File: config.mk
export PLATFORM = sky130hd
export DESIGN_NAME = plic_lite
export DESIGN_NICKNAME = d
export VERILOG_FILES = /design/src/rtl/plic_lite.sv
export SDC_FILE = /design/constraint.sdc
export NUM_CORES = 1
export LEC_CHECK = 0
export BUFFER_PORTS_ARGS = -buffer_cell sky130_fd_sc_hd__buf_2
export CORE_MARGIN = 2
export CORE_UTILIZATION = 25
export DETAILED_ROUTE_END_ITERATION = 7
export GPL_TIMING_DRIVEN = 0
export PLACE_DENSITY = 0.53
export SLEW_MARGIN = 20
export SYNTH_ARGS = -nofsm -noshare
export SYNTH_HDL_FRONTEND = slang
export SYNTH_SLANG_ARGS = --single-unit
File: constraint.sdc
create_clock -name CLK -period 16 [get_ports CLK]
set_clock_uncertainty 0.15 [all_clocks]
set_input_delay 2.4 -clock CLK [delete_from_list [all_inputs] [get_ports CLK]]
set_output_delay 2.4 -clock CLK [all_outputs]
set_load 0.01 [all_outputs]
File: src/rtl/plic_lite.sv
// rtl/plic_lite.sv - lightweight interrupt controller; define PLIC_EDGE_TRIG_EN for edge-triggered gateways
module plic_lite #(
  parameter int NUM_SRC = 8,
  parameter int NUM_CTX = 2,
  parameter int PRIO_W  = 3
) (
  input  logic                 CLK,
  input  logic                 RST,
  input  logic [NUM_SRC-1:0]   src_irq,
  input  logic                 cfg_wen,
  input  logic [11:0]          cfg_addr,
  input  logic [31:0]          cfg_wdata,
  output logic [31:0]          cfg_rdata,
  input  logic [NUM_CTX-1:0]   claim_req,
  output logic [NUM_CTX*5-1:0] claim_id,
  input  logic [NUM_CTX-1:0]   complete_req,
  input  logic [NUM_CTX*5-1:0] complete_id,
  output logic [NUM_CTX-1:0]   ext_int
);

  // All per-source vectors are indexed by source ID, so bit 0 ("none") never exists.
  logic [NUM_SRC:1]  src;
  logic [NUM_SRC:1]  pending_q;
  logic [NUM_SRC:1]  inflight_q;
  logic [NUM_SRC:1]  fire;
  logic [NUM_SRC:1]  done;
  logic [NUM_SRC:1]  claim_clr;
  logic [PRIO_W-1:0] prio_q   [1:NUM_SRC];
  logic [NUM_SRC:1]  enable_q [NUM_CTX];
  logic [PRIO_W-1:0] thr_q    [NUM_CTX];
  logic [4:0]        best     [NUM_CTX];
  logic [PRIO_W-1:0] best_p;
  logic              cfg_unused;

  assign src        = src_irq;
  assign cfg_unused = ^cfg_wdata;

`ifdef PLIC_EDGE_TRIG_EN
  logic [NUM_SRC:1] prev_q;
  logic [NUM_SRC:1] held_q;
  logic [NUM_SRC:1] rise;

  assign rise = src & ~prev_q;
  // An idle gateway fires on a fresh edge or on the one edge it remembered while in flight.
  assign fire = ~inflight_q & (rise | held_q);

  // Track the previous line level and remember at most one edge that arrives while in flight
  always_ff @(posedge CLK) begin
    if (RST) begin
      prev_q <= '0;
      held_q <= '0;
    end else begin
      prev_q <= src;
      held_q <= inflight_q & (held_q | rise);
    end
  end
`else
  // Level mode: an idle gateway fires whenever its line is high.
  assign fire = ~inflight_q & src;
`endif

  // Decode completions; out-of-range IDs never match and idle gateways are unaffected downstream
  always_comb begin
    done = '0;
    for (int c = 0; c < NUM_CTX; c++) begin
      for (int i = 1; i <= NUM_SRC; i++) begin
        if (complete_req[c] && complete_id[c*5 +: 5] == 5'(i)) done[i] = 1'b1;
      end
    end
  end

  // Per-context arbitration: strictly greater than the running best, so the lowest ID wins ties
  always_comb begin
    best_p = '0;
    for (int c = 0; c < NUM_CTX; c++) begin
      best[c] = '0;
      best_p  = thr_q[c];
      for (int i = 1; i <= NUM_SRC; i++) begin
        if (pending_q[i] && enable_q[c][i] && prio_q[i] > best_p) begin
          best[c] = 5'(i);
          best_p  = prio_q[i];
        end
      end
    end
  end

  // Claims are granted in context order; a later context asking for a taken ID sees 0
  always_comb begin
    claim_clr = '0;
    claim_id  = '0;
    for (int c = 0; c < NUM_CTX; c++) begin
      if (claim_req[c] && !RST) begin
        for (int i = 1; i <= NUM_SRC; i++) begin
          if (best[c] == 5'(i) && !claim_clr[i]) begin
            claim_clr[i]        = 1'b1;
            claim_id[c*5 +: 5] = 5'(i);
          end
        end
      end
    end
  end

  // Gateway state and pending bits; a claim clears pending while a complete releases the gateway
  always_ff @(posedge CLK) begin
    if (RST) begin
      pending_q  <= '0;
      inflight_q <= '0;
    end else begin
      pending_q  <= (pending_q & ~claim_clr) | fire;
      inflight_q <= (inflight_q & ~done) | fire;
    end
  end

  // Configuration writes land on the edge, so same-cycle arbitration sees the old values
  always_ff @(posedge CLK) begin
    if (RST) begin
      for (int i = 1; i <= NUM_SRC; i++) prio_q[i] <= '0;
      for (int c = 0; c < NUM_CTX; c++) begin
        enable_q[c] <= '0;
        thr_q[c]    <= '0;
      end
    end else if (cfg_wen) begin
      for (int i = 1; i <= NUM_SRC; i++) begin
        if (cfg_addr == 12'(4*i)) prio_q[i] <= cfg_wdata[PRIO_W-1:0];
      end
      for (int c = 0; c < NUM_CTX; c++) begin
        if (cfg_addr == 12'(256 + 4*c)) enable_q[c] <= cfg_wdata[NUM_SRC:1];
        if (cfg_addr == 12'(512 + 4*c)) thr_q[c]    <= cfg_wdata[PRIO_W-1:0];
      end
    end
  end

  // Interrupt request is the registered "something qualifies" flag per context
  always_ff @(posedge CLK) begin
    if (RST) begin
      ext_int <= '0;
    end else begin
      for (int c = 0; c < NUM_CTX; c++) ext_int[c] <= (best[c] != 5'd0);
    end
  end

  // Register readback; anything not decoded reads as zero
  always_comb begin
    cfg_rdata = '0;
    if (cfg_addr == 12'h080) cfg_rdata = 32'({pending_q, 1'b0});
    for (int i = 1; i <= NUM_SRC; i++) begin
      if (cfg_addr == 12'(4*i)) cfg_rdata = 32'(prio_q[i]);
    end
    for (int c = 0; c < NUM_CTX; c++) begin
      if (cfg_addr == 12'(256 + 4*c)) cfg_rdata = 32'({enable_q[c], 1'b0});
      if (cfg_addr == 12'(512 + 4*c)) cfg_rdata = 32'(thr_q[c]);
    end
  end

endmodule

==> metrics, run 1 <==
setup ws final 738 ps; crit start category flop; Worst Hold Depth 2; Req. time, crit path 13450 ps; FF-to-FF path depth 51; CTS tree built; Mapped Cells 660; gpl congestion 0.868; Relative slew margins 0.283; CP max stage delay 560 ps; top_reg_cell synth edfxtp_1; Die Width 155 um; EDFF count, synth 46; final hold viol count 0; R2R Setup Slk 3570 ps; largest net degree at the start of global routing 12; clock slew seen by the registers of the worst setup and hold paths 60 ps; Fmax 0.0655 GHz; PD cells 78.8 nW/um^2; CP most frequent cell ha_1; worst slew pin tran 1070 ps; Via density 5.13; Synth Area in Simple Gates 0.247; sequential cell area fraction in the yosys report 0.305; Tot GR Track Use 0.152; WS Path Type reg2out; initial antenna violation count 0; Syn Std Cell Area 5700 um^2; # clock sinks 64; Crit. End Element output pin; via count 5416; Antenna Diode Count 0; Placed Area 6460 um^2; FFs w/ async S/R, synth 0; HP Class reg2reg; share of the synthesized area in the top cell type 0.242; R2R Path Start prio_q[0][4]$_SDFFCE_PN0P_; post-detailed-route wirelength per cell 17.5 um; # DRC 0; Worst EP arrival 12710 ps; DP Worst Slack 519 ps; post-synthesis xor/xnor area fraction 0.00461; grt ovf 0; die area 24000 um^2; TritonCTS Buffers 9; largest family of logic cells by synthesized area simple AND/OR/NAND/NOR gates; Initial Utilization 0.253; r2r endpoint pending_q[1]$_SDFF_PP0_; drt initial violations 375; Ys Warns 0; share of cells above drive strength 1 0.210; final worst path period need 15260 ps; setup TNS 0 ps; Avg Cell Area, Syn 8.64 um^2; slowest library cell on the worst path edfxtp_1; most common cell in the netlist nand2_1; 1st-pass router iterations 5; Final #Nets 867; Bufs on Longest Clock Path 2; adder-cell share of the synthesized area 0.0742; number of global-route vias before repair 5046; commonest cells in the netlist 66 x nand2_1, 64 x nor2_1, 46 x edfxtp_1; Skew-Pair Late Insertion Delay 340 ps; Final Cycle Share 0.954; Ports 113; Finished Cell Area 6830 um^2; CTS H-tree lvls 3; Cell Rows 55; overall power 538 uW; Synth cell types 90; WHS Endpoint inflight_q[6]$_SDFF_PP0_; multiplexer share of the synthesized area 0.0511; hold path start inflight_q[6]$_SDFF_PP0_; hpwl dp 14.5 mm; flops & latches, synth 64; run status finished, final reports clean; Routed Antenna Nets 0; Yosys top cell by area edfxtp_1; endpoints failing setup 0; first-pass GRT wire length 28.3 mm; VDD IR max 38.5 uV; Die Span Y 155 um; leading cell types by total area after synthesis edfxtp_1 24%, ha_1 7.2%, dfxtp_1 6.3%; Max-Cap Viols 0; Final Slew Violations 0; worst-path maximum fanout 9; CTS root buffer clkbuf_16; post-synthesis compound-gate area fraction 0.245; final WL 18.5 mm; filler cell count 2382; input/output buffers 63; core box area 22500 um^2; synth-to-layout area growth 19.7%; LEAKAGE 0.00277 uW
## final cells by class
class	instances	area (um^2)	share of cell area
Buffer	41	249	0.0365
Clock buffer	10	229	0.0335
Clock inverter	6	36.3	0.00532
Inverter	44	165	0.0242
Multi-Input combinational cell	535	3680	0.539
Sequential cell	64	1740	0.255
Tap cell	285	357	0.0522
Timing Repair Buffer	70	368	0.0539
## state kept, by name, indices dropped and copies added (netlist names)
signal / flops
enable_q: 16
pending_q: 8
inflight_q: 8
ext_int: 2
prio_q: 24
thr_q: 6
## stage by stage
stage,instances,util,hold WS [ps]
2_1_floorplan,684,-,281
3_3_place_gp,1032,0.287,287
3_5_place_dp,1032,0.287,295
4_1_cts,1048,0.299,304
5_1_grt,1055,0.303,331
6_report,1055,0.303,304
## layout by cell type, fill, tap and decap left out, types with 6 or more instances in the layout
master,n
nand2_1,66
buf_2,64
nor2_1,64
edfxtp_1,46
inv_1,43
ha_1,33
buf_4,32
a21oi_1,30
nand3_1,30
conb_1,25
o21ai_0,19
dfxtp_1,18
clkbuf_1,16
mux2_2,15
and2_1,15
a21o_1,15
nand2b_1,14
nor3_1,12
a222oi_1,9
clkbuf_16,9
a31oi_1,8
o211ai_1,8
nand4_1,8
nand3b_1,7
and3_1,7
o21a_1,6
a22oi_1,6
## routing by layer
metal | track usage | wire length (um) | vias to the layer above | share of wire
met1 | 0.197 | 8390 | 2533 | 0.45
met2 | 0.260 | 8830 | 165 | 0.48
li1 | - | - | 2686 | -
met4 | 0.0538 | 422 | 0 | 0.023
met3 | 0.0192 | 827 | 32 | 0.045
met5 | 0 | 0 | - | 0
## worst max path at each step
stage                        to                        from  slack, ps
finish              claim_id[5]  prio_q[0][4]$_SDFFCE_PN0P_        740
CTS                 claim_id[5]  prio_q[0][4]$_SDFFCE_PN0P_        110
global route        claim_id[5]       thr_q[0][4]$_DFFE_PP_        -70
global placement    claim_id[5]  prio_q[0][4]$_SDFFCE_PN0P_        590
detailed placement  claim_id[5]  prio_q[0][4]$_SDFFCE_PN0P_        520
floorplan           claim_id[5]  prio_q[0][4]$_SDFFCE_PN0P_       2390
## critical path, delay by kind of cell (launching register included)
family / cells / cell delay [ps]
AOI/OAI and AO/OA: 17 / 3560
adders and majority gates: 8 / 2550
buffers and inverters: 5 / 410
DFF: 1 / 560
muxes: 6 / 1950
and+or+nand+nor: 16 / 3370
## logic make-up (layout without fill, tap and decap cells)
family | after synthesis | after routing
adders and majority gates | 34 | 34
DFF | 64 | 64
and+or+nand+nor | 268 | 268
buffers and inverters | 85 | 171
AOI/OAI and AO/OA | 180 | 180
other | 1 | 25
muxes | 25 | 25
xor gates and xnor gates | 3 | 3
## report_power, final
group | switching (uW) | internal, uW | total [uW]
logic | 91.0 | 65.2 | 156
clock network | 75.8 | 104 | 179
registers | 13.8 | 188 | 202
total | 181 | 357 | 538
## timing repair
item / in CTS / in global routing
setup endpoints to repair: 0 / 4
hold buffers: 0 / 0
buffers inserted: 0 / 7
resized for setup: 0 / 5
(Power assumes the default switching activity.)
==> run 2, diff against run 1 <==
==> constraint.sdc (replaced) <==
create_clock -name CLK -period 16 [get_ports CLK]
set_clock_uncertainty 0.15 [all_clocks]
set_input_delay 1.6 -clock CLK [delete_from_list [all_inputs] [get_ports CLK]]
set_output_delay 1.6 -clock CLK [all_outputs]
set_load 0.01 [all_outputs]
==> metrics, run 2 (synthesis gave the netlist of run 1 again) <==
share of cells above drive strength 1 0.201; Die Span Y 155 um; most flop-heavy register prio_q; Finished Layout Cells 1048; Via density 5.15; Final Slew Violations 0; Tot GR Track Use 0.152; CP most frequent cell ha_1; Initial Utilization 0.253; CTS root buffer clkbuf_16; die area 24000 um^2; slowest library cell on the worst path a311oi_2; Placed Instances 1032; Routed Antenna Nets 0; HP Class reg2reg; setup TNS 0 ps; input/output buffers 63; PD cells 79.0 nW/um^2; post-CTS setup buffers 0; # DRC 0; Ports 113; largest registers prio_q x24, enable_q x16; largest net degree at the start of global routing 12; core box area 22500 um^2; Gates resized, CTS repair 0; Antenna Diode Count 0; CTS H-tree lvls 3; Req. time, crit path 14250 ps; run status finished, final reports clean; hpwl dp 14.5 mm; Die Width 155 um; commonest non-fill, non-tap cell in the layout nand2_1; CTS tree built; gpl congestion 0.868; endpoints failing setup 0; final worst path period need 15050 ps; WS Path Type reg2out; worst-path maximum fanout 9; max FFs per register 24; VDD IR max 37.8 uV; Cell Rows 55; 1st-pass router iterations 6; CP max stage delay 580 ps; Crit. End Element output pin; TritonCTS Buffers 9; first-pass GRT wire length 28.3 mm; most frequent cells in the layout 66 x nand2_1, 64 x buf_2, 64 x nor2_1; RSZ-0062 raised after global routing no; post-detailed-route wirelength per cell 17.4 um; initial antenna violation count 0; clock slew seen by the registers of the worst setup and hold paths 60 ps; number of global-route vias before repair 5046; via count 5393; Worst EP arrival 13300 ps; cts hold-fix bufs 0; Final #Nets 860; crit start category flop; final WL 18.3 mm; # clock sinks 64; Worst Hold Depth 2; Skew-Pair Late Insertion Delay 340 ps; Bufs on Longest Clock Path 2; Fmax 0.0664 GHz; drt initial violations 372; FF-to-FF path depth 52; grt ovf 0; Final Cycle Share 0.941; final hold viol count 0; synth-to-layout area growth 18.1%; Max-Cap Viols 0; LEAKAGE 0.00274 uW; Relative slew margins 0.267; worst slew pin tran 1100 ps
[run 2: cell types whose count changed in the layout (fill, tap and decap cells not counted), sizes merged]
cell	before	now
buf	96	89
[run 2: power by group]
group | total [uW] | internal (uW) | switching (uW) | leakage, uW
Sequential | 202 | 188 | 13.6 | 0.000587
Clock | 179 | 104 | 75.5 | 0.000124
Combinational | 151 | 62.8 | 88.2 | 0.00203
Total | 532 | 355 | 177 | 0.00274
[run 2: per-stage QoR]
step                      hold WS [ps]  total power [uW]  worst slack [ps]  area (um^2)   util
final                              304               532               951         6740  0.299
after global routing               331               559               102         6740  0.299
after detailed placement           295               354              1320         6460  0.287
after global placement             287               353              1390         6460  0.287
after floorplan                    281               310              3190         5790      -
after CTS                          304               534               907         6730  0.299
[run 2: path summary, 6_finish.rpt]
| check | start | endpoint | slack [ps] |
|---|---|---|---|
| min | inflight_q[6]$_SDFF_PP0_ | inflight_q[6]$_SDFF_PP0_ | 300 |
| max | thr_q[0][4]$_DFFE_PP_ | claim_id[5] | 950 |
| min reg2reg | inflight_q[6]$_SDFF_PP0_ | inflight_q[6]$_SDFF_PP0_ | 300 |
| max reg2reg | thr_q[0][4]$_DFFE_PP_ | pending_q[1]$_SDFF_PP0_ | 3000 |
[run 2: layout make-up]
type | count | area (um^2)
buffer | 41 | 249
clock buffer | 10 | 229
clock inverter | 6 | 36.3
fill | 2380 | 15800
inverter | 44 | 165
multi-input combinational | 535 | 3640
sequential | 64 | 1740
tap | 285 | 357
timing repair buffer | 63 | 315
[run 2: worst max-delay path: cells and delay by family, from the launching register on]
kind                     cells  cell delay (ps)
AO/OA/AOI/OAI               17             4110
adder cells (fa/ha/maj)      8             2350
buffers and inverters        7              580
flip-flops                   1              480
multiplexers                 6             2010
AND/OR/NAND/NOR             15             3410
[run 2: routing by layer]
layer  part of all wire  vias up  GRT usage
met4              0.026        0     0.0538
met5                  0        -          0
li1                   -     2667          -
met2               0.48      171      0.260
met1               0.46     2522      0.197
met3              0.043       33     0.0192
